### src/rtl/pe_mac_acc.sv
// ---------------------------------------------------------------------------
// pe_mac_acc
// Systolic processing element for the Eyeriss multiply array. Activations
// flow left->right and weights flow up->down through one register stage,
// qualified by a valid bit. Every valid operand pair is multiplied in a
// registered product stage. K_LEN valid products are then accumulated into
// one output window, and each window result is emitted with a one-cycle
// strobe. Signed arithmetic and saturation on overflow are optional.
//
// Ports:
//   clk        rising-edge clock
//   rst        asynchronous, active-low reset
//   in_valid   left/up carry a valid operand pair this cycle
//   left       activation in  (DATA_W)
//   up         weight in      (DATA_W)
//   acc_clr    synchronous abort/clear of the current window
//   right      registered activation out (DATA_W)
//   down       registered weight out     (DATA_W)
//   out_valid  right/down valid (registered in_valid)
//   sum_out    last completed window result (ACC_W)
//   sum_valid  one-cycle strobe, sum_out updated this cycle
//   ovf        sticky overflow flag, cleared by reset or acc_clr
// ---------------------------------------------------------------------------
module pe_mac_acc #(
   parameter int DATA_W   = 4,
   parameter int ACC_W    = 12,
   parameter int K_LEN    = 4,
   parameter int SIGNED   = 0,
   parameter int SATURATE = 1
) (
   input  logic              clk,
   input  logic              rst,
   input  logic              in_valid,
   input  logic [DATA_W-1:0] left,
   input  logic [DATA_W-1:0] up,
   input  logic              acc_clr,
   output logic [DATA_W-1:0] right,
   output logic [DATA_W-1:0] down,
   output logic              out_valid,
   output logic [ACC_W-1:0]  sum_out,
   output logic              sum_valid,
   output logic              ovf
);

   localparam int PROD_W = 2 * DATA_W;
   localparam int PAD_W  = ACC_W + 1 - PROD_W;
   localparam int CNT_W  = (K_LEN > 1) ? $clog2(K_LEN) : 1;

   localparam logic [CNT_W-1:0] CNT_LAST = CNT_W'(K_LEN - 1);
   localparam logic [ACC_W-1:0] UMAX     = '1;
   localparam logic [ACC_W-1:0] SMAX     = UMAX >> 1;
   localparam logic [ACC_W-1:0] SMIN     = ~SMAX;

   typedef enum logic [0:0] {
      IDLE,
      ACCUM
   } state_t;

   state_t state, state_nxt;

   logic [PROD_W-1:0] left_ext, up_ext, prod;
   logic              left_sign, up_sign;

   logic [PROD_W-1:0] p_reg;
   logic              p_vld;

   logic [ACC_W-1:0]  acc, acc_nxt;
   logic [CNT_W-1:0]  cnt, cnt_nxt;
   logic [ACC_W-1:0]  sum_nxt;
   logic              sum_valid_nxt;
   logic              ovf_nxt;

   logic              p_sign, acc_sign;
   logic [ACC_W:0]    prod_wide, acc_wide, sum_wide;
   logic              over;
   logic [ACC_W-1:0]  clamped;

   // Both operands are widened to the product width before multiplying, so
   // the low PROD_W bits of the product are exact for either signedness.
   // In signed mode the operands are sign-extended, otherwise zero-extended.
   assign left_sign = (SIGNED != 0) && left[DATA_W-1];
   assign up_sign   = (SIGNED != 0) && up[DATA_W-1];
   assign left_ext  = {{DATA_W{left_sign}}, left};
   assign up_ext    = {{DATA_W{up_sign}}, up};
   assign prod      = left_ext * up_ext;

   // Systolic forwarding. Operands move one PE per cycle. When no valid
   // pair arrives the data registers hold and only the valid bit drops.
   // acc_clr has no effect here, because the neighbours still need the data.
   always_ff @(posedge clk or negedge rst) begin
      if (!rst) begin
         right     <= '0;
         down      <= '0;
         out_valid <= 1'b0;
      end else begin
         out_valid <= in_valid;
         if (in_valid) begin
            right <= left;
            down  <= up;
         end
      end
   end

   // Product stage. The product is registered every cycle. The valid bit
   // marks whether the product should enter the accumulator. acc_clr kills
   // the pair arriving in the same cycle as the clear.
   always_ff @(posedge clk or negedge rst) begin
      if (!rst) begin
         p_reg <= '0;
         p_vld <= 1'b0;
      end else begin
         p_reg <= prod;
         p_vld <= in_valid & ~acc_clr;
      end
   end

   // Accumulation uses one extra bit of headroom. Adding two ACC_W-bit
   // values (accumulator plus extended product) always fits in ACC_W+1
   // bits. Overflow is therefore read from the top bits:
   //   unsigned: the carry out is set.
   //   signed:   the two top bits disagree.
   // The top bit also gives the direction when saturating.
   always_comb begin
      p_sign    = (SIGNED != 0) && p_reg[PROD_W-1];
      acc_sign  = (SIGNED != 0) && acc[ACC_W-1];
      prod_wide = {{PAD_W{p_sign}}, p_reg};
      acc_wide  = {acc_sign, acc};
      sum_wide  = acc_wide + prod_wide;

      if (SIGNED != 0) begin
         over = sum_wide[ACC_W] ^ sum_wide[ACC_W-1];
      end else begin
         over = sum_wide[ACC_W];
      end

      clamped = sum_wide[ACC_W-1:0];
      if (over && (SATURATE != 0)) begin
         if (SIGNED != 0) begin
            clamped = sum_wide[ACC_W] ? SMIN : SMAX;
         end else begin
            clamped = UMAX;
         end
      end
   end

   // Window control: next-state and datapath updates.
   // The last product of a window goes straight to sum_out, and the
   // accumulator restarts at zero. This lets the next window begin on the
   // following product without a bubble.
   // acc_clr overrides everything here, including a window that would
   // complete in the same cycle. sum_out keeps the previous result.
   always_comb begin
      state_nxt     = state;
      acc_nxt       = acc;
      cnt_nxt       = cnt;
      sum_nxt       = sum_out;
      sum_valid_nxt = 1'b0;
      ovf_nxt       = ovf;

      if (acc_clr) begin
         state_nxt = IDLE;
         acc_nxt   = '0;
         cnt_nxt   = '0;
         ovf_nxt   = 1'b0;
      end else if (p_vld) begin
         if (over) begin
            ovf_nxt = 1'b1;
         end
         if (cnt == CNT_LAST) begin
            state_nxt     = IDLE;
            sum_nxt       = clamped;
            sum_valid_nxt = 1'b1;
            acc_nxt       = '0;
            cnt_nxt       = '0;
         end else begin
            state_nxt = ACCUM;
            acc_nxt   = clamped;
            cnt_nxt   = cnt + 1'b1;
         end
      end
   end

   // Register the window state, the accumulator and the result outputs.
   always_ff @(posedge clk or negedge rst) begin
      if (!rst) begin
         state     <= IDLE;
         acc       <= '0;
         cnt       <= '0;
         sum_out   <= '0;
         sum_valid <= 1'b0;
         ovf       <= 1'b0;
      end else begin
         state     <= state_nxt;
         acc       <= acc_nxt;
         cnt       <= cnt_nxt;
         sum_out   <= sum_nxt;
         sum_valid <= sum_valid_nxt;
         ovf       <= ovf_nxt;
      end
   end

endmodule

### config.mk
export PLATFORM = sky130hd
export DESIGN_NAME = pe_mac_acc
export DESIGN_NICKNAME = d
export VERILOG_FILES = /design/src/rtl/pe_mac_acc.sv
export SDC_FILE = /design/constraint.sdc
export NUM_CORES = 1
export LEC_CHECK = 0
export BUFFER_PORTS_ARGS = -buffer_cell sky130_fd_sc_hd__buf_2
export CAP_MARGIN = 40
export CORE_ASPECT_RATIO = 1.2
export CORE_MARGIN = 5
export CORE_UTILIZATION = 49
export CTS_CLUSTER_DIAMETER = 200
export DETAILED_ROUTE_END_ITERATION = 16
export GPL_TIMING_DRIVEN = 0
export PLACE_DENSITY = 0.7
export SETUP_SLACK_MARGIN = 0.3
export SYNTH_ARGS = -nofsm -noshare
export SYNTH_HDL_FRONTEND = slang
export SYNTH_SLANG_ARGS = --single-unit
### constraint.sdc
create_clock -name clk -period 4.77 [get_ports clk]
set_input_delay 0.477 -clock clk [delete_from_list [all_inputs] [get_ports clk]]
set_output_delay 0.477 -clock clk [all_outputs]
set_load 0.005 [all_outputs]
After elaboration in Yosys (flattened, before gate mapping)
Cells that the tools add are included.

operators by class
  $add $sub $neg = 2
  $mul = 1
  eq/ne operators = 1
  mux-type cells = 13
  bitwise logic cells = 2
  reductions and logical operators = 4

operator list
  kind                   count
  $mux W12               4
  $add A12 B8 Y13        1
  $mul A4 B4 Y8          1
  $mux W1                6
  $mux W2                3
  $reduce_bool A2 Y1     2
  $reduce_and A3 Y1      1
  $add A2 B1 Y2 const B  1
  $eq A2 B2 Y1 const B   1
  $reduce_and A2 Y1      1
  $and A1 B1 Y1          1
  $not A1 Y1             1

word-level totals
  flip-flop bits (word level) = 46
  input port bits = 12
  output and inout port bits = 23
  logic and storage cells = 33

Longest topological paths before layout
Gate-level depths: netlist (run 1).

  word-level depth = 5
  depth in mapped cells = 10
  mapped depth without buffers = 10

Worst setup path after synthesis (run 1)
OpenSTA, ideal clock, no wires.

  kind = input-to-reg
  start point = input left[0]
  end point = register p_reg[7]
  setup time = 80 ps
  data arrival time = 2590 ps
  path slack = 2100 ps
  cell stages on the path = 10
  path through = nand2_1 -> fa_1 -> inv_1 -> fa_1 -> ha_1 -> a21o_1 -> a21oi_1 -> o21bai_1 -> a21oi_1 -> xnor2_1

between the ends
  word-level cells in the longest chain between the ends = 1

ends and longest elaborated chain
  element               line  source
  start, declared       34    input logic [DATA_W-1:0] left,
  $mul A4 B4 Y8         85    assign prod = left_ext * up_ext;
  named net prod[7]     61    logic [PROD_W-1:0] left_ext, up_ext, prod;
  end signal, assigned  112   p_reg <= prod;
  end, declared         64    logic [PROD_W-1:0] p_reg;

The timed path passes the listed nets, and every way through them passes these cells.
A chain may end at the register's enable or synchronous reset.

Final worst setup path (run 1)
Same ends and word-level chain as after synthesis.

==> flow_summary.html, run 1 <==
<table>
<tr><th>Metric</th><th>Value</th></tr>
<tr><th colspan="2">Cells and area</th></tr>
<tr><td>Fraction of final layout cells with drive strength greater than 1</td><td>21.2%</td></tr>
<tr><td>Filler cells</td><td>433</td></tr>
<tr><td>Final Net Count</td><td>320</td></tr>
<tr><td>Area growth, synth to finish</td><td>14.4%</td></tr>
<tr><td>Share of the core filled with cells</td><td>58.0%</td></tr>
<tr><td>Final standard cell area without fillers</td><td>approximately 2900 um^2</td></tr>
<tr><td>Number of diodes added for antenna fixing</td><td>0</td></tr>
<tr><th colspan="2">Synth</th></tr>
<tr><td>Seq cells post-synth</td><td>46</td></tr>
<tr><td>Synth unique cells</td><td>35</td></tr>
<tr><td>Count of flip-flops with a built-in enable after synthesis</td><td>0</td></tr>
<tr><td>Total nets after synthesis</td><td>278</td></tr>
<tr><td>Synthesized instance count</td><td>240</td></tr>
<tr><td>Per-instance average area after synthesis</td><td>10.4 um^2</td></tr>
<tr><td>Main area contributors after synthesis</td><td>sky130_fd_sc_hd__dfrtp_1 (46%), sky130_fd_sc_hd__ha_1 (10%), sky130_fd_sc_hd__o21ai_0 (5.0%), sky130_fd_sc_hd__nand2_1 (4.3%), sky130_fd_sc_hd__fa_1 (4.0%)</td></tr>
<tr><td>Share of synthesized flip-flops with an asynchronous set or reset</td><td>between 90% and 100%</td></tr>
<tr><td>Cell type with the largest total area after synthesis</td><td>sky130_fd_sc_hd__dfrtp_1</td></tr>
<tr><td>Sequential share of the synthesized area</td><td>45.9%</td></tr>
<tr><td>Number of warnings issued by yosys</td><td>0</td></tr>
<tr><td>Most frequently used flop master after synthesis</td><td>sky130_fd_sc_hd__dfrtp_1</td></tr>
<tr><td>Share of the synthesized area in the top cell type</td><td>between 40% and 50%</td></tr>
<tr><td>Netlist area before placement</td><td>~2500 um^2</td></tr>
<tr><th colspan="2">Clock tree</th></tr>
<tr><td>CTS sink cnt</td><td>46</td></tr>
<tr><td>Maximum clock path buffer count</td><td>2</td></tr>
<tr><td>Buffer cell driving the clock tree root</td><td>sky130_fd_sc_hd__clkbuf_8</td></tr>
<tr><td>TritonCTS Buffers</td><td>5</td></tr>
<tr><td>CTS tree</td><td>done</td></tr>
<tr><td>Number of hold buffers added after cts</td><td>0</td></tr>
<tr><td>Worst-path clk slew</td><td>around 80 ps</td></tr>
<tr><td>Number of cells upsized or downsized after cts</td><td>0</td></tr>
<tr><td>Clock Latency Late Sink</td><td>290 ps</td></tr>
<tr><td>Post-CTS Setup Bufs</td><td>0</td></tr>
<tr><td>Number of levels the H-tree was split into</td><td>2</td></tr>
<tr><th colspan="2">Setup path</th></tr>
<tr><td>Cell Chain, Critical Path</td><td>buf_2, nand2_1, fa_1, inv_1, fa_1, ha_1, a21o_1, a21oi_1, o21bai_1, a21oi_1, xnor2_1</td></tr>
<tr><td>Worst path required time</td><td>4990 ps</td></tr>
<tr><td>Setup slack of the most critical reg-to-reg path</td><td>2500 ps</td></tr>
<tr><td>Number of buffer and inverter instances along the worst setup path</td><td>2</td></tr>
<tr><td>Slowest library cell on the worst path</td><td>sky130_fd_sc_hd__fa_1</td></tr>
<tr><td>Slowest cell delay on critical path</td><td>530 ps</td></tr>
<tr><td>Classification of the worst setup path</td><td>in -&gt; reg</td></tr>
<tr><td>Type of origin of the critical path</td><td>input port</td></tr>
<tr><td>Max FO, Critical Path</td><td>5</td></tr>
<tr><td>Worst path arrival time</td><td>about 2800 ps</td></tr>
<tr><td>Cell family with most CP delay</td><td>adder cells</td></tr>
<tr><td>Crit end category</td><td>flip-flop</td></tr>
<tr><th colspan="2">Global route</th></tr>
<tr><td>Overflow after GRT</td><td>0</td></tr>
<tr><td>First-pass GRT wire length</td><td>7.80 mm</td></tr>
<tr><td>Number of global-route vias before repair</td><td>between 1500 and 2000</td></tr>
<tr><td>Layer with the highest usage after global routing</td><td>met2</td></tr>
<tr><td>Overall fraction of global-route tracks in use</td><td>15.3%</td></tr>
<tr><td>Global routing usage on met2</td><td>a little over a quarter</td></tr>
<tr><td>Antenna violations before repair</td><td>0</td></tr>
<tr><td>Met3 Resource Use GR</td><td>about 3.5%</td></tr>
<tr><td>Grt met1 use</td><td>18.5%</td></tr>
<tr><td>Pin count of the biggest net entering global routing</td><td>29</td></tr>
<tr><th colspan="2">STA</th></tr>
<tr><td>Final period demand of the worst path</td><td>2600 ps</td></tr>
<tr><td>Unrepaired setup endpoints after global routing</td><td>no</td></tr>
<tr><td>Final cycle utilization of the critical path</td><td>between 50% and 60%</td></tr>
<tr><td>Max Transition Viols Final</td><td>0</td></tr>
<tr><td>Max Freq</td><td>385 MHz</td></tr>
<tr><td>Total Neg Setup Slack</td><td>0 ps</td></tr>
<tr><td>Worst Max-Slew Pin Slew</td><td>481 ps</td></tr>
<tr><td>Setup violations, final</td><td>0</td></tr>
<tr><td>Final Skew</td><td>2.85 ps</td></tr>
<tr><td>Worst-case headroom to the max-slew limit</td><td>~68%</td></tr>
<tr><td>Number of hold-slack violations in the final timing report</td><td>0</td></tr>
<tr><th colspan="2">Route</th></tr>
<tr><td>Ratio of routed vias to standard cells</td><td>5.15</td></tr>
<tr><td>Number of design-rule violations left by the first detailed-router iteration</td><td>54</td></tr>
<tr><td>Total wire length after detailed routing</td><td>4.41 mm</td></tr>
<tr><td>Number of remaining DRC errors</td><td>0</td></tr>
<tr><td>Average wire per standard cell</td><td>12.9 um</td></tr>
<tr><td>Number of search-and-repair iterations in the first detailed-routing pass</td><td>3</td></tr>
<tr><td>Via count</td><td>1768</td></tr>
<tr><td>Antenna-violating nets left</td><td>0</td></tr>
<tr><th colspan="2">Worst hold path</th></tr>
<tr><td>Worst min path class</td><td>in -&gt; async</td></tr>
<tr><th colspan="2">Die</th></tr>
<tr><td>Chip width</td><td>75.3 um</td></tr>
<tr><td>Die ar.</td><td>6650 um^2</td></tr>
<tr><td>I/O pin count</td><td>35</td></tr>
<tr><td>Floorplan Core Area</td><td>4940 um^2</td></tr>
<tr><td>Vert. Die Dim</td><td>88.3 um</td></tr>
<tr><td># rows</td><td>28</td></tr>
<tr><td>Initial core utilization</td><td>between 50% and 60%</td></tr>
<tr><th colspan="2">Place</th></tr>
<tr><td>Post-DP HPWL</td><td>3.57 mm</td></tr>
<tr><td>Number of input and output port buffers inserted</td><td>34</td></tr>
<tr><td>Placer's final routability congestion estimate</td><td>0.759</td></tr>
<tr><td>Cell Area, Placed</td><td>2770 um^2</td></tr>
<tr><th colspan="2">Pwr</th></tr>
<tr><td>Leakage Power</td><td>1.47 nW</td></tr>
<tr><td>Maximum vdd ir drop</td><td>0.169 mV</td></tr>
<tr><td>Pwr Density</td><td>between 300 and 400 nW/um^2</td></tr>
<tr><th colspan="2">Flow run</th></tr>
<tr><td>Max-cap viol count</td><td>0</td></tr>
<tr><th colspan="2">Outcome</th></tr>
<tr><td>Outcome</td><td>completed</td></tr>
</table>
[cell usage after synthesis (3+ instances only)]
master / number
sky130_fd_sc_hd__a21o_1: 8
sky130_fd_sc_hd__a21oi_1: 15
sky130_fd_sc_hd__and2_1: 13
sky130_fd_sc_hd__clkbuf_1: 5
sky130_fd_sc_hd__dfrtp_1: 46
sky130_fd_sc_hd__fa_1: 5
sky130_fd_sc_hd__ha_1: 21
sky130_fd_sc_hd__inv_1: 9
sky130_fd_sc_hd__mux2_2: 8
sky130_fd_sc_hd__mux2i_1: 3
sky130_fd_sc_hd__nand2_1: 29
sky130_fd_sc_hd__nand3_1: 3
sky130_fd_sc_hd__nor2_1: 14
sky130_fd_sc_hd__nor2b_1: 3
sky130_fd_sc_hd__o21ai_0: 25
sky130_fd_sc_hd__o21bai_1: 4
sky130_fd_sc_hd__xnor2_1: 7
[final timing paths]
path,startpoint,to,cells past startpoint
min in group clk,in_valid,out_valid,1
worst max register to register,acc[0],sum_out[10],8
worst min register to register,sum_out[10],sum_out[10],2
worst max-delay path,left[0],p_reg[7],11
worst min-delay path,rst,sum_out[6],1
max in group asynchronous,rst,acc[0],2
[layout by cell type, fill, tap and decap left out, types with 4 or more instances in the layout]
| cell | synthesis | routed |
|---|---|---|
| sky130_fd_sc_hd__a21o_1 | 8 | 8 |
| sky130_fd_sc_hd__a21oi_1 | 15 | 15 |
| sky130_fd_sc_hd__and2_1 | 13 | 13 |
| sky130_fd_sc_hd__buf_2 | 0 | 34 |
| sky130_fd_sc_hd__clkbuf_1 | 5 | 5 |
| sky130_fd_sc_hd__clkbuf_8 | 0 | 6 |
| sky130_fd_sc_hd__dfrtp_1 | 46 | 46 |
| sky130_fd_sc_hd__fa_1 | 5 | 5 |
| sky130_fd_sc_hd__ha_1 | 21 | 21 |
| sky130_fd_sc_hd__inv_1 | 9 | 9 |
| sky130_fd_sc_hd__mux2_2 | 8 | 8 |
| sky130_fd_sc_hd__nand2_1 | 29 | 29 |
| sky130_fd_sc_hd__nor2_1 | 14 | 14 |
| sky130_fd_sc_hd__o21ai_0 | 25 | 25 |
| sky130_fd_sc_hd__o21bai_1 | 4 | 4 |
| sky130_fd_sc_hd__xnor2_1 | 7 | 7 |
[cell type report]
| type | instances | area, um^2 | area share, % |
|---|---|---|---|
| Multi-Input combinational cell | 179 | 1290 | 45.0 |
| Inverter | 9 | 33.8 | 1.18 |
| Timing Repair Buffer | 35 | 190 | 6.63 |
| Buffer | 6 | 30.0 | 1.05 |
| Sequential cell | 46 | 1150 | 40.2 |
| Tap cell | 60 | 75.1 | 2.62 |
| Clock inverter | 2 | 12.5 | 0.436 |
| Clock buffer | 6 | 82.6 | 2.88 |
[power by group]
part           leakage, nW  switching (mW)  internal (mW)
Sequential           0.605          0.0152          0.421
Combinational        0.816           0.112         0.0872
Clock               0.0472           0.126          0.116
Total                 1.47           0.253          0.624
[worst reg2reg max path: stages (launching register included)]
cell and delay [ps]:
sky130_fd_sc_hd__dfrtp_1 390, sky130_fd_sc_hd__ha_1 210, sky130_fd_sc_hd__fa_1 440, sky130_fd_sc_hd__a211oi_2 290, sky130_fd_sc_hd__nor3_1 90, sky130_fd_sc_hd__or2_2 330, sky130_fd_sc_hd__nor2b_1 150, sky130_fd_sc_hd__o21ai_0 160
sky130_fd_sc_hd__o21ai_0 90
[layer usage]
metal  share of wire, %  routed length, um  up-vias
met4                1.6                 69        0
li1                   -                  -      908
met1                 44               1940      818
met5                  0                  0        -
met3                4.8                213        7
met2                 50               2190       35
[stage by stage]
stage               std cells  setup slack [ps]  hold slack, ps  total power [mW]
finish                    343              2170             116             0.877
global route              343              2030             148             0.937
CTS                       343              2170             123             0.895
detailed placement        335              1840             449             0.643
global placement          334              1860             456             0.636
floorplan                 240              2100             181             0.583
[cells by family (layout without fill, tap and decap cells)]
| kind of cell | Yosys count | in the layout | share of synthesized area, % |
|---|---|---|---|
| fa+ha+maj | 26 | 26 | 14.5 |
| flops | 46 | 46 | 45.9 |
| compound gates | 61 | 61 | 14.9 |
| mux | 11 | 11 | 4.79 |
| buf+inv | 15 | 58 | 2.55 |
| simple gates | 72 | 72 | 14.2 |
| xor+xnor | 9 | 9 | 3.15 |
(Power assumes the default switching activity.)
==> inputs of run 2 (changes only) <==
PLACE_DENSITY = 0.73   (was 0.7)
clock period = 2.3 ns   (was 4.77 ns; I/O delays follow)
==> flow_summary.html, run 2 (synthesis gave the netlist of run 1 again) <==
<table>
<tr><th>Metric</th><th>Value</th></tr>
<tr><th colspan="2">Worst hold path</th></tr>
<tr><td>Startpoint of the most critical hold path</td><td>in_valid</td></tr>
<tr><td>Worst Hold Depth</td><td>1</td></tr>
<tr><td>Worst min path class</td><td>in -&gt; reg</td></tr>
<tr><td>Worst Hold End</td><td>out_valid</td></tr>
<tr><th colspan="2">Die</th></tr>
<tr><td>Initial core utilization</td><td>50.7%</td></tr>
<tr><td>Die ar.</td><td>between 6000 and 7000 um^2</td></tr>
<tr><td>Chip width</td><td>75.3 um</td></tr>
<tr><td># rows</td><td>28</td></tr>
<tr><td>Floorplan Core Area</td><td>4940 um^2</td></tr>
<tr><td>I/O pin count</td><td>35</td></tr>
<tr><td>Vert. Die Dim</td><td>a little under 90 um</td></tr>
<tr><th colspan="2">Clock tree</th></tr>
<tr><td>Buffer cell driving the clock tree root</td><td>sky130_fd_sc_hd__clkbuf_8</td></tr>
<tr><td>TritonCTS Buffers</td><td>5</td></tr>
<tr><td>Worst-path clk slew</td><td>80 ps</td></tr>
<tr><td>CTS tree</td><td>done</td></tr>
<tr><td>CTS sink cnt</td><td>46</td></tr>
<tr><td>Number of levels the H-tree was split into</td><td>2</td></tr>
<tr><td>Clock Latency Late Sink</td><td>290 ps</td></tr>
<tr><td>Maximum clock path buffer count</td><td>2</td></tr>
<tr><th colspan="2">Route</th></tr>
<tr><td>Total wire length after detailed routing</td><td>approximately 5.1 mm</td></tr>
<tr><td>Number of remaining DRC errors</td><td>0</td></tr>
<tr><td>Via count</td><td>between 1500 and 2000</td></tr>
<tr><td>Number of design-rule violations left by the first detailed-router iteration</td><td>82</td></tr>
<tr><td>Ratio of routed vias to standard cells</td><td>between 5 and 6</td></tr>
<tr><td>Average wire per standard cell</td><td>14.3 um</td></tr>
<tr><td>Antenna-violating nets left</td><td>0</td></tr>
<tr><td>Number of search-and-repair iterations in the first detailed-routing pass</td><td>4</td></tr>
<tr><th colspan="2">Cells and area</th></tr>
<tr><td>Share of the core filled with cells</td><td>between 60% and 70%</td></tr>
<tr><td>Highest-count cells in the layout ignoring fill and taps</td><td>sky130_fd_sc_hd__dfrtp_1 (46), sky130_fd_sc_hd__buf_2 (28), sky130_fd_sc_hd__nand2_1 (26), sky130_fd_sc_hd__ha_1 (20)</td></tr>
<tr><td>Final Net Count</td><td>333</td></tr>
<tr><td>Final standard cell area without fillers</td><td>approximately 3200 um^2</td></tr>
<tr><td>Number of diodes added for antenna fixing</td><td>0</td></tr>
<tr><td>Sequential standard cell area</td><td>1150 um^2</td></tr>
<tr><td>Filler cells</td><td>378</td></tr>
<tr><td>Total area of multi-input combinational cells</td><td>approximately 1500 um^2</td></tr>
<tr><td>Fraction of final layout cells with drive strength greater than 1</td><td>34.5%</td></tr>
<tr><td>Area growth, synth to finish</td><td>28.6%</td></tr>
<tr><td>Most common cell after layout, fill and taps aside</td><td>sky130_fd_sc_hd__dfrtp_1</td></tr>
<tr><td>Number of standard cells in the final layout excluding fillers</td><td>356</td></tr>
<tr><th colspan="2">Setup path</th></tr>
<tr><td>Max FO, Critical Path</td><td>2</td></tr>
<tr><td>Crit end category</td><td>flip-flop</td></tr>
<tr><td>Critical R2R Launch</td><td>p_reg[0]</td></tr>
<tr><td>Worst path arrival time</td><td>2380 ps</td></tr>
<tr><td>Number of buffer and inverter instances along the worst setup path</td><td>2</td></tr>
<tr><td>Classification of the worst setup path</td><td>in -&gt; reg</td></tr>
<tr><td>Cell family with most CP delay</td><td>adder cells</td></tr>
<tr><td>Most frequent cell on the critical path</td><td>sky130_fd_sc_hd__fa_1</td></tr>
<tr><td>Slowest cell delay on critical path</td><td>520 ps</td></tr>
<tr><td>Worst path required time</td><td>2520 ps</td></tr>
<tr><td>Cell Chain, Critical Path</td><td>buf_12, nand2_8, fa_1, inv_1, fa_1, ha_1, a21o_1, a21oi_2, o21bai_1, a21oi_1, xnor2_1</td></tr>
<tr><td>Worst reg-to-reg path cell count</td><td>8</td></tr>
<tr><td>Slowest library cell on the worst path</td><td>sky130_fd_sc_hd__fa_1</td></tr>
<tr><td>Worst R2R End</td><td>acc[11]</td></tr>
<tr><td>Setup slack of the most critical reg-to-reg path</td><td>180 ps</td></tr>
<tr><td>Type of origin of the critical path</td><td>input port</td></tr>
<tr><th colspan="2">STA</th></tr>
<tr><td>Setup violations, final</td><td>0</td></tr>
<tr><td>Unrepaired setup endpoints after global routing</td><td>yes</td></tr>
<tr><td>Final Skew</td><td>4.03 ps</td></tr>
<tr><td>Final period demand of the worst path</td><td>2160 ps</td></tr>
<tr><td>Worst Max-Slew Pin Slew</td><td>492 ps</td></tr>
<tr><td>Setup WS post-layout</td><td>139 ps</td></tr>
<tr><td>Final cycle utilization of the critical path</td><td>93.9%</td></tr>
<tr><td>Worst-case headroom to the max-slew limit</td><td>67.0%</td></tr>
<tr><td>Max Freq</td><td>463 MHz</td></tr>
<tr><td>Max Transition Viols Final</td><td>0</td></tr>
<tr><td>Total Neg Setup Slack</td><td>0 ps</td></tr>
<tr><td>Number of hold-slack violations in the final timing report</td><td>0</td></tr>
<tr><td>Final hold slack</td><td>56.1 ps</td></tr>
<tr><th colspan="2">Global route</th></tr>
<tr><td>Overall fraction of global-route tracks in use</td><td>17.0%</td></tr>
<tr><td>First-pass GRT wire length</td><td>8.84 mm</td></tr>
<tr><td>Antenna violations before repair</td><td>0</td></tr>
<tr><td>Pin count of the biggest net entering global routing</td><td>29</td></tr>
<tr><td>Overflow after GRT</td><td>0</td></tr>
<tr><td>Number of global-route vias before repair</td><td>2021</td></tr>
<tr><th colspan="2">Place</th></tr>
<tr><td>Post-DP HPWL</td><td>between 3 and 4 mm</td></tr>
<tr><td>Worst Setup Slack post-DPL</td><td>-300 ps</td></tr>
<tr><td>Cell Area, Placed</td><td>2800 um^2</td></tr>
<tr><td>DP Cell Count</td><td>between 300 and 400</td></tr>
<tr><td>Number of input and output port buffers inserted</td><td>34</td></tr>
<tr><td>Placer's final routability congestion estimate</td><td>0.782</td></tr>
<tr><th colspan="2">Pwr</th></tr>
<tr><td>Leakage Power</td><td>1.59 nW</td></tr>
<tr><td>Maximum vdd ir drop</td><td>0.395 mV</td></tr>
<tr><td>Pwr Density</td><td>637 nW/um^2</td></tr>
<tr><td>Total power</td><td>just over 2 mW</td></tr>
<tr><th colspan="2">Outcome</th></tr>
<tr><td>Outcome</td><td>completed</td></tr>
<tr><th colspan="2">Flow run</th></tr>
<tr><td>Max-cap viol count</td><td>0</td></tr>
</table>
[run 2: cell count changes in the layout (fill, tap and decap cells not counted), sizes merged]
cell	before	now
buf	36	48
bufinv	0	1
clkinv	1	0
dlygate4sd3	0	1
[run 2: worst max-delay path by stage]
stage,to,depth (start not counted),from
global route,sum_out[7],9,acc[0]
floorplan,p_reg[7],10,left[0]
global placement,p_reg[7],11,left[0]
CTS,p_reg[7],11,up[3]
detailed placement,p_reg[7],11,left[0]
finish,p_reg[7],11,left[0]
[run 2: final cells by class]
class	count	area share, %
clock inverters	2	1.16
multi-input cells	179	45.4
inverters	9	1.05
plain buffers	6	0.932
clock buffers	6	2.25
flip-flops and latches	46	35.7
well taps	60	2.33
repair buffers	48	11.2
[run 2: worst reg2reg max path: cells and delay by family (launching register included)]
family / cells / cell delay (ps)
flops: 1 / 380
simple gates: 1 / 80
buf+inv: 1 / 150
fa+ha+maj: 2 / 570
compound gates: 4 / 840
[run 2: report_power, final]
| part | switching, mW | internal, mW |
|---|---|---|
| Combinational | 0.305 | 0.256 |
| Clock | 0.263 | 0.324 |
| Sequential | 0.0318 | 0.872 |
[run 2: repair_timing]
item,CTS,global route
endpoints found under the setup margin,28,28
resized for setup,44,26
buffers inserted,10,1
pin swaps,11,7
endpoints found under the hold margin,18,0
hold buffers,1,0
gates cloned,1,0
[run 2: metal layers]
metal,global-route usage (%),vias up,routed length (um)
met5,0,-,0
met4,4.61,0,75
met3,3.64,11,249
met2,31.8,48,2730
met1,19.1,901,2020
li1,-,938,-
==> inputs of run 3 (changes only) <==
==> constraint.sdc (replaced) <==
create_clock -name clk -period 2.3 [get_ports clk]
set_input_delay 0 -clock clk [delete_from_list [all_inputs] [get_ports clk]]
set_output_delay 0 -clock clk [all_outputs]
set_load 0.005 [all_outputs]
==> flow_summary.html, run 3 (synthesis gave the netlist of run 1 again) <==
<table>
<tr><th>Metric</th><th>Value</th></tr>
<tr><th colspan="2">Clock tree</th></tr>
<tr><td>Maximum clock path buffer count</td><td>2</td></tr>
<tr><td>Number of levels the H-tree was split into</td><td>2</td></tr>
<tr><td>TritonCTS Buffers</td><td>5</td></tr>
<tr><td>CTS tree</td><td>done</td></tr>
<tr><td>CTS sink cnt</td><td>46</td></tr>
<tr><td>Worst-path clk slew</td><td>80 ps</td></tr>
<tr><td>Clock Latency Late Sink</td><td>300 ps</td></tr>
<tr><td>Buffer cell driving the clock tree root</td><td>sky130_fd_sc_hd__clkbuf_8</td></tr>
<tr><th colspan="2">Setup path</th></tr>
<tr><td>Max FO, Critical Path</td><td>10</td></tr>
<tr><td>Slowest cell delay on critical path</td><td>390 ps</td></tr>
<tr><td>Number of buffer and inverter instances along the worst setup path</td><td>1</td></tr>
<tr><td>Worst path arrival time</td><td>between 2000 and 2500 ps</td></tr>
<tr><td>Slowest library cell on the worst path</td><td>sky130_fd_sc_hd__dfrtp_1</td></tr>
<tr><td>Classification of the worst setup path</td><td>reg -&gt; reg</td></tr>
<tr><td>Cell family with most CP delay</td><td>compound AO/OA/AOI/OAI gates</td></tr>
<tr><td>Type of origin of the critical path</td><td>flip-flop</td></tr>
<tr><td>Worst path required time</td><td>2490 ps</td></tr>
<tr><td>Cell Chain, Critical Path</td><td>ha_2, fa_2, a211oi_4, nor3_2, o21a_1, buf_6, o21bai_1, a22o_1</td></tr>
<tr><td>Crit end category</td><td>flip-flop</td></tr>
<tr><th colspan="2">STA</th></tr>
<tr><td>Total Neg Setup Slack</td><td>0 ps</td></tr>
<tr><td>Final cycle utilization of the critical path</td><td>just over 90%</td></tr>
<tr><td>Max Freq</td><td>471 MHz</td></tr>
<tr><td>Number of hold-slack violations in the final timing report</td><td>0</td></tr>
<tr><td>Worst-case headroom to the max-slew limit</td><td>67.3%</td></tr>
<tr><td>Final hold slack</td><td>~18 ps</td></tr>
<tr><td>Worst Max-Slew Pin Slew</td><td>489 ps</td></tr>
<tr><td>Unrepaired setup endpoints after global routing</td><td>yes</td></tr>
<tr><td>Final Skew</td><td>5.97 ps</td></tr>
<tr><td>Setup violations, final</td><td>0</td></tr>
<tr><td>Final period demand of the worst path</td><td>2120 ps</td></tr>
<tr><td>Max Transition Viols Final</td><td>0</td></tr>
<tr><th colspan="2">Pwr</th></tr>
<tr><td>Leakage Power</td><td>1.60 nW</td></tr>
<tr><td>Maximum vdd ir drop</td><td>0.538 mV</td></tr>
<tr><td>Pwr Density</td><td>623 nW/um^2</td></tr>
<tr><th colspan="2">Die</th></tr>
<tr><td>Vert. Die Dim</td><td>88.3 um</td></tr>
<tr><td>Die ar.</td><td>between 6000 and 7000 um^2</td></tr>
<tr><td>I/O pin count</td><td>35</td></tr>
<tr><td># rows</td><td>28</td></tr>
<tr><td>Chip width</td><td>roughly 75 um</td></tr>
<tr><td>Initial core utilization</td><td>50.7%</td></tr>
<tr><td>Floorplan Core Area</td><td>4940 um^2</td></tr>
<tr><th colspan="2">Global route</th></tr>
<tr><td>Antenna violations before repair</td><td>0</td></tr>
<tr><td>Overflow after GRT</td><td>0</td></tr>
<tr><td>Pin count of the biggest net entering global routing</td><td>29</td></tr>
<tr><td>Overall fraction of global-route tracks in use</td><td>16.2%</td></tr>
<tr><td>Number of global-route vias before repair</td><td>1936</td></tr>
<tr><td>First-pass GRT wire length</td><td>approximately 8.4 mm</td></tr>
<tr><th colspan="2">Cells and area</th></tr>
<tr><td>Number of standard cells in the final layout excluding fillers</td><td>361</td></tr>
<tr><td>Area growth, synth to finish</td><td>27.3%</td></tr>
<tr><td>Most common cell after layout, fill and taps aside</td><td>sky130_fd_sc_hd__dfrtp_1</td></tr>
<tr><td>Final Net Count</td><td>around 340</td></tr>
<tr><td>Fraction of final layout cells with drive strength greater than 1</td><td>27.6%</td></tr>
<tr><td>Highest-count cells in the layout ignoring fill and taps</td><td>sky130_fd_sc_hd__dfrtp_1 (46), sky130_fd_sc_hd__buf_2 (28), sky130_fd_sc_hd__nand2_1 (26), sky130_fd_sc_hd__o21ai_0 (23), sky130_fd_sc_hd__ha_1 (20)</td></tr>
<tr><td>Number of diodes added for antenna fixing</td><td>0</td></tr>
<tr><th colspan="2">Place</th></tr>
<tr><td>Placer's final routability congestion estimate</td><td>0.785</td></tr>
<tr><td>Post-DP HPWL</td><td>3.58 mm</td></tr>
<tr><td>Number of input and output port buffers inserted</td><td>34</td></tr>
<tr><td>DP Cell Count</td><td>335</td></tr>
<tr><th colspan="2">Flow run</th></tr>
<tr><td>Max-cap viol count</td><td>0</td></tr>
<tr><th colspan="2">Outcome</th></tr>
<tr><td>Outcome</td><td>completed</td></tr>
<tr><th colspan="2">Route</th></tr>
<tr><td>Via count</td><td>1877</td></tr>
<tr><td>Average wire per standard cell</td><td>13.8 um</td></tr>
<tr><td>Number of search-and-repair iterations in the first detailed-routing pass</td><td>4</td></tr>
<tr><td>Number of design-rule violations left by the first detailed-router iteration</td><td>91</td></tr>
<tr><td>Ratio of routed vias to standard cells</td><td>between 5 and 6</td></tr>
<tr><td>Total wire length after detailed routing</td><td>~5.0 mm</td></tr>
<tr><td>Antenna-violating nets left</td><td>0</td></tr>
<tr><td>Number of remaining DRC errors</td><td>0</td></tr>
<tr><th colspan="2">Worst hold path</th></tr>
<tr><td>Worst min path class</td><td>in -&gt; reg</td></tr>
</table>
==> run 3: changes by cell type in the layout (fill, tap and decap cells not counted), moves of 4 or more <==
| cell | previous run | this run |
|---|---|---|
| sky130_fd_sc_hd__nor2_4 | 6 | 1 |
| sky130_fd_sc_hd__nor2_1 | 7 | 11 |
| sky130_fd_sc_hd__dlygate4sd3_1 | 1 | 11 |
| sky130_fd_sc_hd__o21ai_2 | 5 | 1 |
| sky130_fd_sc_hd__o21ai_0 | 9 | 23 |
| sky130_fd_sc_hd__o21ai_1 | 13 | 3 |
==> run 3: repair_timing <==
item | CTS | global route
setup endpoints to repair | 20 | 26
resized for setup | 18 | 19
hold endpoints to repair | 35 | 0
setup buffers | 2 | 6
hold buffers | 11 | 0
pin swaps | 8 | 11
==> run 3: layout make-up <==
cell class | count | area, um^2
clock inverters | 1 | 30.0
multi-input cells | 179 | 1370
flip-flops and latches | 46 | 1150
plain buffers | 6 | 30.0
repair buffers | 54 | 413
well taps | 60 | 75.1
clock buffers | 6 | 82.6
fillers | 389 | 1750
inverters | 9 | 33.8
==> run 3: where the power goes <==
group | internal, mW | switching [mW] | leakage (nW)
sequential | 0.872 | 0.0316 | 0.605
combinational | 0.222 | 0.257 | 0.940
clock | 0.348 | 0.256 | 0.0573
total | 1.44 | 0.545 | 1.60
==> run 3: final timing paths <==
kind,cells past startpoint,slack (ps),start,to
max in group asynchronous,3,1620,rst,right[3]
min reg2reg,2,470,sum_out[10],sum_out[10]
min,2,20,up[0],down[0]
min in group asynchronous,2,180,rst,sum_out[7]
max,8,180,acc[0],acc[11]
max reg2reg,8,180,acc[0],acc[11]
==> run 3: worst reg2reg max path: cells and delay by family (launching register included) <==
family / cells / cell delay [ps]
compound gates: 4 / 830
fa+ha+maj: 2 / 570
flops: 1 / 390
buf+inv: 1 / 150
simple gates: 1 / 80
==> run 3: per-stage QoR <==
stage	util (%)	instance area, um^2	setup WS, ps	power [mW]
after floorplan	-	2510	237	1.21
after global placement	55.9	2760	22.7	1.32
after detailed placement	56.3	2780	-15.5	1.33
after CTS	62.2	3070	186	1.98
after global routing	64.6	3190	74.7	2.11
final	64.6	3190	176	1.99
==> run 3: metal layers <==
layer | track usage, % | vias to the layer above | share of wire [%]
met5 | 0 | - | 0
met4 | 6.04 | 0 | 1.4
met3 | 3.86 | 8 | 4.9
met2 | 28.1 | 37 | 53
met1 | 19.1 | 889 | 41
li1 | - | 943 | -
